--- src/rtl/moore_pkg.sv ---
// Shared mode encodings and elaboration helpers for the modulo-N stepper.
package moore_pkg;

  localparam logic [1:0] MODE_UP1  = 2'b00;
  localparam logic [1:0] MODE_DN1  = 2'b01;
  localparam logic [1:0] MODE_STEP = 2'b10;
  localparam logic [1:0] MODE_LOAD = 2'b11;

  // Bits needed to encode n distinct values (0 for n <= 1).
  function automatic int unsigned clog2(input int unsigned n);
    int unsigned r;
    r = 0;
    while ((64'd1 << r) < 64'(n)) begin
      r++;
    end
    return r;
  endfunction

endpackage

--- src/rtl/moore_modn_stepper_if.sv ---
// Control/status bundle between the stepper and its driver.
interface moore_modn_stepper_if #(
  parameter int unsigned WIDTH = 4
);

  logic             en;
  logic [1:0]       mode;
  logic [WIDTH-1:0] step;
  logic [WIDTH-1:0] load_val;
  logic [WIDTH-1:0] count;
  logic             wrap;
  logic             err;
  logic             at_zero;
  logic             at_max;

  modport master (
    output en, mode, step, load_val,
    input  count, wrap, err, at_zero, at_max
  );

  modport slave (
    input  en, mode, step, load_val,
    output count, wrap, err, at_zero, at_max
  );

endinterface

--- src/rtl/modn_next.sv ---
// Next-state logic for the modulo-N stepper: next count plus wrap/err flags.
module modn_next
  import moore_pkg::*;
#(
  parameter int unsigned MODULUS = 6,
  parameter int unsigned WIDTH   = 4
) (
  input  logic [WIDTH-1:0] i_count,
  input  logic             i_en,
  input  logic [1:0]       i_mode,
  input  logic [WIDTH-1:0] i_step,
  input  logic [WIDTH-1:0] i_load_val,
  output logic [WIDTH-1:0] o_next_count,
  output logic             o_wrap_next,
  output logic             o_err_next
);

  localparam logic [WIDTH:0]   MOD_EXT = (WIDTH+1)'(MODULUS);
  localparam logic [WIDTH-1:0] MAX_VAL = WIDTH'(MODULUS - 1);
  localparam logic [WIDTH-1:0] ONE     = WIDTH'(1);

  logic [WIDTH:0]   w_count_ext;
  logic [WIDTH:0]   w_step_ext;
  logic [WIDTH:0]   w_load_ext;
  logic [WIDTH:0]   w_sum;
  logic [WIDTH-1:0] w_sum_red;
  logic             w_count_bad;

  assign w_count_ext = {1'b0, i_count};
  assign w_step_ext  = {1'b0, i_step};
  assign w_load_ext  = {1'b0, i_load_val};
  // One extra bit so count+step never overflows before the modulus compare.
  assign w_sum       = w_count_ext + w_step_ext;
  assign w_sum_red   = WIDTH'(w_sum - MOD_EXT);
  assign w_count_bad = (w_count_ext >= MOD_EXT);

  always_comb begin
    o_next_count = i_count;
    o_wrap_next  = 1'b0;
    o_err_next   = 1'b0;

    if (w_count_bad) begin
      // Unreachable encoding: recover on any edge, enabled or not.
      o_next_count = '0;
    end else if (i_en) begin
      unique case (i_mode)
        MODE_UP1: begin
          if (i_count == MAX_VAL) begin
            o_next_count = '0;
            o_wrap_next  = 1'b1;
          end else begin
            o_next_count = i_count + ONE;
          end
        end
        MODE_DN1: begin
          if (i_count == '0) begin
            o_next_count = MAX_VAL;
            o_wrap_next  = 1'b1;
          end else begin
            o_next_count = i_count - ONE;
          end
        end
        MODE_STEP: begin
          if (w_step_ext >= MOD_EXT) begin
            o_err_next = 1'b1;
          end else if (w_sum >= MOD_EXT) begin
            o_next_count = w_sum_red;
            o_wrap_next  = 1'b1;
          end else begin
            o_next_count = w_sum[WIDTH-1:0];
          end
        end
        MODE_LOAD: begin
          if (w_load_ext >= MOD_EXT) begin
            o_err_next = 1'b1;
          end else begin
            o_next_count = i_load_val;
          end
        end
      endcase
    end
  end

endmodule

--- src/rtl/moore_modn_stepper.sv ---
// Moore modulo-N stepper: registered count/wrap/err with zero/max decode.
module moore_modn_stepper
  import moore_pkg::*;
#(
  parameter int unsigned MODULUS = 6,
  parameter int unsigned WIDTH   = 4
) (
  input  logic                  clock_div,
  input  logic                  reset,
  moore_modn_stepper_if.slave   bus
);

  localparam logic [WIDTH-1:0] MAX_VAL = WIDTH'(MODULUS - 1);

  if (MODULUS < 2) begin : g_bad_modulus
    $error("moore_modn_stepper: MODULUS must be >= 2");
  end
  if (clog2(MODULUS) > WIDTH) begin : g_bad_width
    $error("moore_modn_stepper: WIDTH too small for MODULUS");
  end

  logic [WIDTH-1:0] r_count;
  logic             r_wrap;
  logic             r_err;

  logic [WIDTH-1:0] w_next_count;
  logic             w_wrap_next;
  logic             w_err_next;

  modn_next #(
    .MODULUS (MODULUS),
    .WIDTH   (WIDTH)
  ) u_next (
    .i_count      (r_count),
    .i_en         (bus.en),
    .i_mode       (bus.mode),
    .i_step       (bus.step),
    .i_load_val   (bus.load_val),
    .o_next_count (w_next_count),
    .o_wrap_next  (w_wrap_next),
    .o_err_next   (w_err_next)
  );

  always_ff @(posedge clock_div or negedge reset) begin
    if (!reset) begin
      r_count <= '0;
      r_wrap  <= 1'b0;
      r_err   <= 1'b0;
    end else begin
      r_count <= w_next_count;
      r_wrap  <= w_wrap_next;
      r_err   <= w_err_next;
    end
  end

  assign bus.count   = r_count;
  assign bus.wrap    = r_wrap;
  assign bus.err     = r_err;
  assign bus.at_zero = (r_count == '0);
  assign bus.at_max  = (r_count == MAX_VAL);

endmodule

--- src/flat_wrapper.sv ---
// flat-port wrapper written by rule: the top's interface ports become plain ports
module moore_modn_stepper_flat import moore_pkg::*;
#(
  parameter int unsigned MODULUS = 6,
  parameter int unsigned WIDTH   = 4
)
  (clock_div, reset, bus_en, bus_mode, bus_step, bus_load_val, bus_count, bus_wrap, bus_err, bus_at_zero, bus_at_max);
  moore_modn_stepper_if #(.WIDTH(WIDTH)) bus_i ();
  input  logic clock_div;
  input  logic reset;
  input wire logic [$bits(bus_i.en)-1:0] bus_en;
  input wire logic [$bits(bus_i.mode)-1:0] bus_mode;
  input wire logic [$bits(bus_i.step)-1:0] bus_step;
  input wire logic [$bits(bus_i.load_val)-1:0] bus_load_val;
  output wire logic [$bits(bus_i.count)-1:0] bus_count;
  output wire logic [$bits(bus_i.wrap)-1:0] bus_wrap;
  output wire logic [$bits(bus_i.err)-1:0] bus_err;
  output wire logic [$bits(bus_i.at_zero)-1:0] bus_at_zero;
  output wire logic [$bits(bus_i.at_max)-1:0] bus_at_max;
  assign bus_i.en = bus_en;
  assign bus_i.mode = bus_mode;
  assign bus_i.step = bus_step;
  assign bus_i.load_val = bus_load_val;
  assign bus_count = bus_i.count;
  assign bus_wrap = bus_i.wrap;
  assign bus_err = bus_i.err;
  assign bus_at_zero = bus_i.at_zero;
  assign bus_at_max = bus_i.at_max;
  moore_modn_stepper #(.MODULUS(MODULUS), .WIDTH(WIDTH)) u_core (.clock_div(clock_div), .reset(reset), .bus(bus_i));
endmodule
--- config.mk ---
export PLATFORM = sky130hd
export DESIGN_NAME = moore_modn_stepper_flat
export DESIGN_NICKNAME = d
export VERILOG_FILES = /design/src/rtl/moore_pkg.sv /design/src/rtl/moore_modn_stepper_if.sv /design/src/rtl/modn_next.sv /design/src/rtl/moore_modn_stepper.sv /design/src/flat_wrapper.sv
export SDC_FILE = /design/constraint.sdc
export NUM_CORES = 1
export LEC_CHECK = 0
export BUFFER_PORTS_ARGS = -buffer_cell sky130_fd_sc_hd__buf_2
export CORE_MARGIN = 5
export CORE_UTILIZATION = 54
export DETAILED_ROUTE_END_ITERATION = 6
export PLACE_DENSITY = 0.82
export SYNTH_ARGS = -nofsm -noshare
export SYNTH_HDL_FRONTEND = slang
export SYNTH_SLANG_ARGS = --single-unit
--- constraint.sdc ---
create_clock -name clock_div -period 5.7 [get_ports clock_div]
set_input_delay 0.285 -clock clock_div [delete_from_list [all_inputs] [get_ports clock_div]]
set_output_delay 0.285 -clock clock_div [all_outputs]
set_load 0.02 [all_outputs]
==> results.md <==
- Final slew viol count: 0
- Total wire length: 1.85 mm
- Largest net degree at the start of global routing: 16
- Share of layout cells above drive strength 1: 25.2%
- Slowest stage delay, CP: 510 ps
- Leakage: 0.000451 uW
- Design Power: 431 uW
- Initial Utilization: 57.4%
- Place WS: 2980 ps
- Post-route setup slack: 2930 ps
- Top area cells in the synthesized netlist: dfrtp_1 (20%), ha_1 (8.4%), nand2_1 (6.5%)
- Worst-path clk slew: 50 ps
- I/O pins: 21
- Register share of total power: 21.5%
- Critical-path maximum fanout: 15
- Clock Tree Buf Depth: 2
- Nets: 132
- DRC errors left: 0
- Setup TNS: 0 ps
- Max-cap viol count: 0
- PwrDens: 492 nW/um2
- Crit path top cell by count: ha_1
- Synthesized instance count: 92
- Post-Layout Cell Count: 126
- Pre-antenna DRT Iters: 4
- Clock Tree Root: clkbuf_4
- Cell variety after synth: 37
- Net Sw Power: 223 uW
- CP arrival: 2910 ps
- Via density: 6.23
- Die W: 47.2 um
- Clock skew: 13.5 ps
- Yosys reg bits: 6
- Power share of the combinational group: 69.2%
- Vias in the first global route: 727
- Sw Share: 51.9%
- Cell Area, Synth: 747 um2
- Syn nets: 111
- Post-synth EDFFs: 0
- CP endpoint kind: flip-flop
- Critical path class: flip-flop to flip-flop
- Crit path launch type: flip-flop
- Core Rows: 13
- Critical path depth: 10
- Post-CTS Setup Inserts: 0
- GRT overflow: 0
- Ant. Diodes: 0
- Cell family with most CP delay: adder cells
- Worst-margin pin slew: 420 ps
- Max rail drop VDD: 0.324 mV
- Die area: 2230 um2
- Core area: 1300 um2
- Min Clock Period, post-route: 2770 ps
- Post-CTS Hold Buffers: 1
- Fill cells: 116
- Clk_lat worst skew: 250 ps
- Clk sink count: 6
- Buffers on Ports: 20
- TritonCTS Buffers: 3
- Clk pwr share: 9.3%
- Hold path cells: 3
- Seq/Total Area, Yosys: 20.1%
- Initial antenna violation count: 0
- Syn-to-layout area delta: 17.3%
- Final hold vios: 0
- Synth top area share: 20.1%
- Post-DP HPWL: 1.41 mm
- WP buf/inv: 1
- Fmax: 361 MHz
- Slew margin rel.: 72.0%
- Crit-path slowest cell: dfrtp_1
- CTS tree: yes
- Most used DFF post-synth: dfrtp_1
- Initial drt markers: 32
- Antenna Nets Post-Route: 0
- Vias after detailed routing: 785
- Gp weighted congestion: 0.958
- Post-synth ARST share: 100%
- WL/cell: 14.7 um
- Status: finished clean
- RSZ-0062 raised after global routing: no
- Die height: 47.2 um
- Top cell type by total area after synthesis: dfrtp_1
- Int Pwr: 207 uW
- Worst r2r path cells: 10
- CTS H-tree lvls: 1
- PostCTS Resize Cnt: 0
- Final core utilization: 67.3%
- Syn. warnings: 0
- Final setup vio count: 0
- Worst endpoint required time: 5840 ps
- CP Cell Sequence: ha_1 -> fa_1 -> xnor2_2 -> inv_1 -> ha_1 -> nor3_1 -> o21ai_0 -> a311oi_1 -> a211oi_1 -> a21o_1
- Overall routing resource usage: 18.8%
- Avg Inst Size Synth: 8.12 um2
- Final Cycle Share: 48.6%
- First-pass GRT wire length: 2.95 mm
- Tightest Hold Check Type: primary input to flip-flop
- Placed Instances: 122
stage by stage:
stage,area [um2],hold slack [ps]
detailed placement,843,115
global route,876,356
finish,876,348
floorplan,747,-10.6
CTS,876,337
global placement,843,111
synthesized netlist by cell type (2+ instances only):
library cell / number
a31oi_1: 3
a21o_1: 4
dfrtp_1: 6
o211a_1: 2
nand2_1: 13
mux2i_1: 4
ha_1: 5
nor2b_1: 3
a21oi_1: 7
a32oi_1: 2
inv_1: 3
o21ai_0: 4
nand3_1: 2
nor3_1: 2
nor2_1: 7
clkbuf_1: 4
power groups by stage:
| stage | combinational [uW] | clock, uW | sequential (uW) |
|---|---|---|---|
| finish | 298 | 39.9 | 92.7 |
| global route | 328 | 43.7 | 98.3 |
| CTS | 297 | 40.1 | 92.3 |
| detailed placement | 293 | 0 | 93.3 |
| global placement | 288 | 0 | 94.0 |
| floorplan | 238 | 0 | 85.8 |
cells in the final DEF (no fill, tap or decap), types with 2 or more instances in the layout:
cell type,Yosys,layout
a21o_1,4,4
a21oi_1,7,7
a31oi_1,3,3
a32oi_1,2,2
buf_2,0,20
clkbuf_4,0,3
dfrtp_1,6,6
ha_1,5,5
inv_1,3,3
mux2i_1,4,4
nand2_1,13,13
nand3_1,2,2
nor2_1,7,7
nor2b_1,3,3
nor3_1,2,2
o211a_1,2,2
o21ai_0,4,4
layout make-up:
class	instances	area [um2]	share of cell area, %
multi-input combinational	78	563	64.3
inverter	3	11.3	1.29
clock buffer	3	22.5	2.57
timing repair buffer	21	110	12.6
tap	15	18.8	2.14
sequential	6	150	17.1
per-layer routing:
layer / GRT usage (%) / wire (um) / up-vias / share of wire, %
met5: 0 / 0 / - / 0
met4: 4.42 / 0 / 0 / 0
met3: 6.13 / 176 / 0 / 9.5
met2: 31.2 / 875 / 40 / 47
met1: 23.6 / 799 / 362 / 43
li1: - / - / 383 / -
tightest hold or removal path: cells and delay by family:
family,cells,cell delay (ps)
buffers and inverters,1,120
and+or+nand+nor,2,140
sequential cells by signal (all words and copies together), names as in the netlist:
name and cells:
u_core.bus.count 4, u_core.bus.err 1, u_core.bus.wrap 1
cells by family (layout without fill, tap and decap cells):
family                   count (synthesis)  after routing  share of synthesized area, %
AND/OR/NAND/NOR                         35             35                          23.6
adder cells (fa/ha/maj)                  6              6                          11.1
AO/OA/AOI/OAI                           31             31                          32.0
flip-flops                               6              6                          20.1
buffers and inverters                    8             27                          4.52
multiplexers                             4              4                          5.36
XOR/XNOR                                 2              2                          3.35
final timing paths:
| check | start | to | slack, ps |
|---|---|---|---|
| min in group asynchronous | reset | u_core.bus.wrap$_DFF_PN0_ | 400 |
| worst max register to register | u_core.bus.count[0]$_DFFE_PN0P_ | u_core.bus.count[1]$_DFFE_PN0P_ | 2930 |
| worst min-delay path | bus_en | u_core.bus.count[3]$_DFFE_PN0P_ | 350 |
| worst min register to register | u_core.bus.count[2]$_DFFE_PN0P_ | u_core.bus.count[2]$_DFFE_PN0P_ | 700 |
| worst max-delay path | u_core.bus.count[0]$_DFFE_PN0P_ | u_core.bus.count[1]$_DFFE_PN0P_ | 2930 |
| max in group asynchronous | reset | u_core.bus.count[2]$_DFFE_PN0P_ | 5150 |
(Power assumes the default switching activity.)
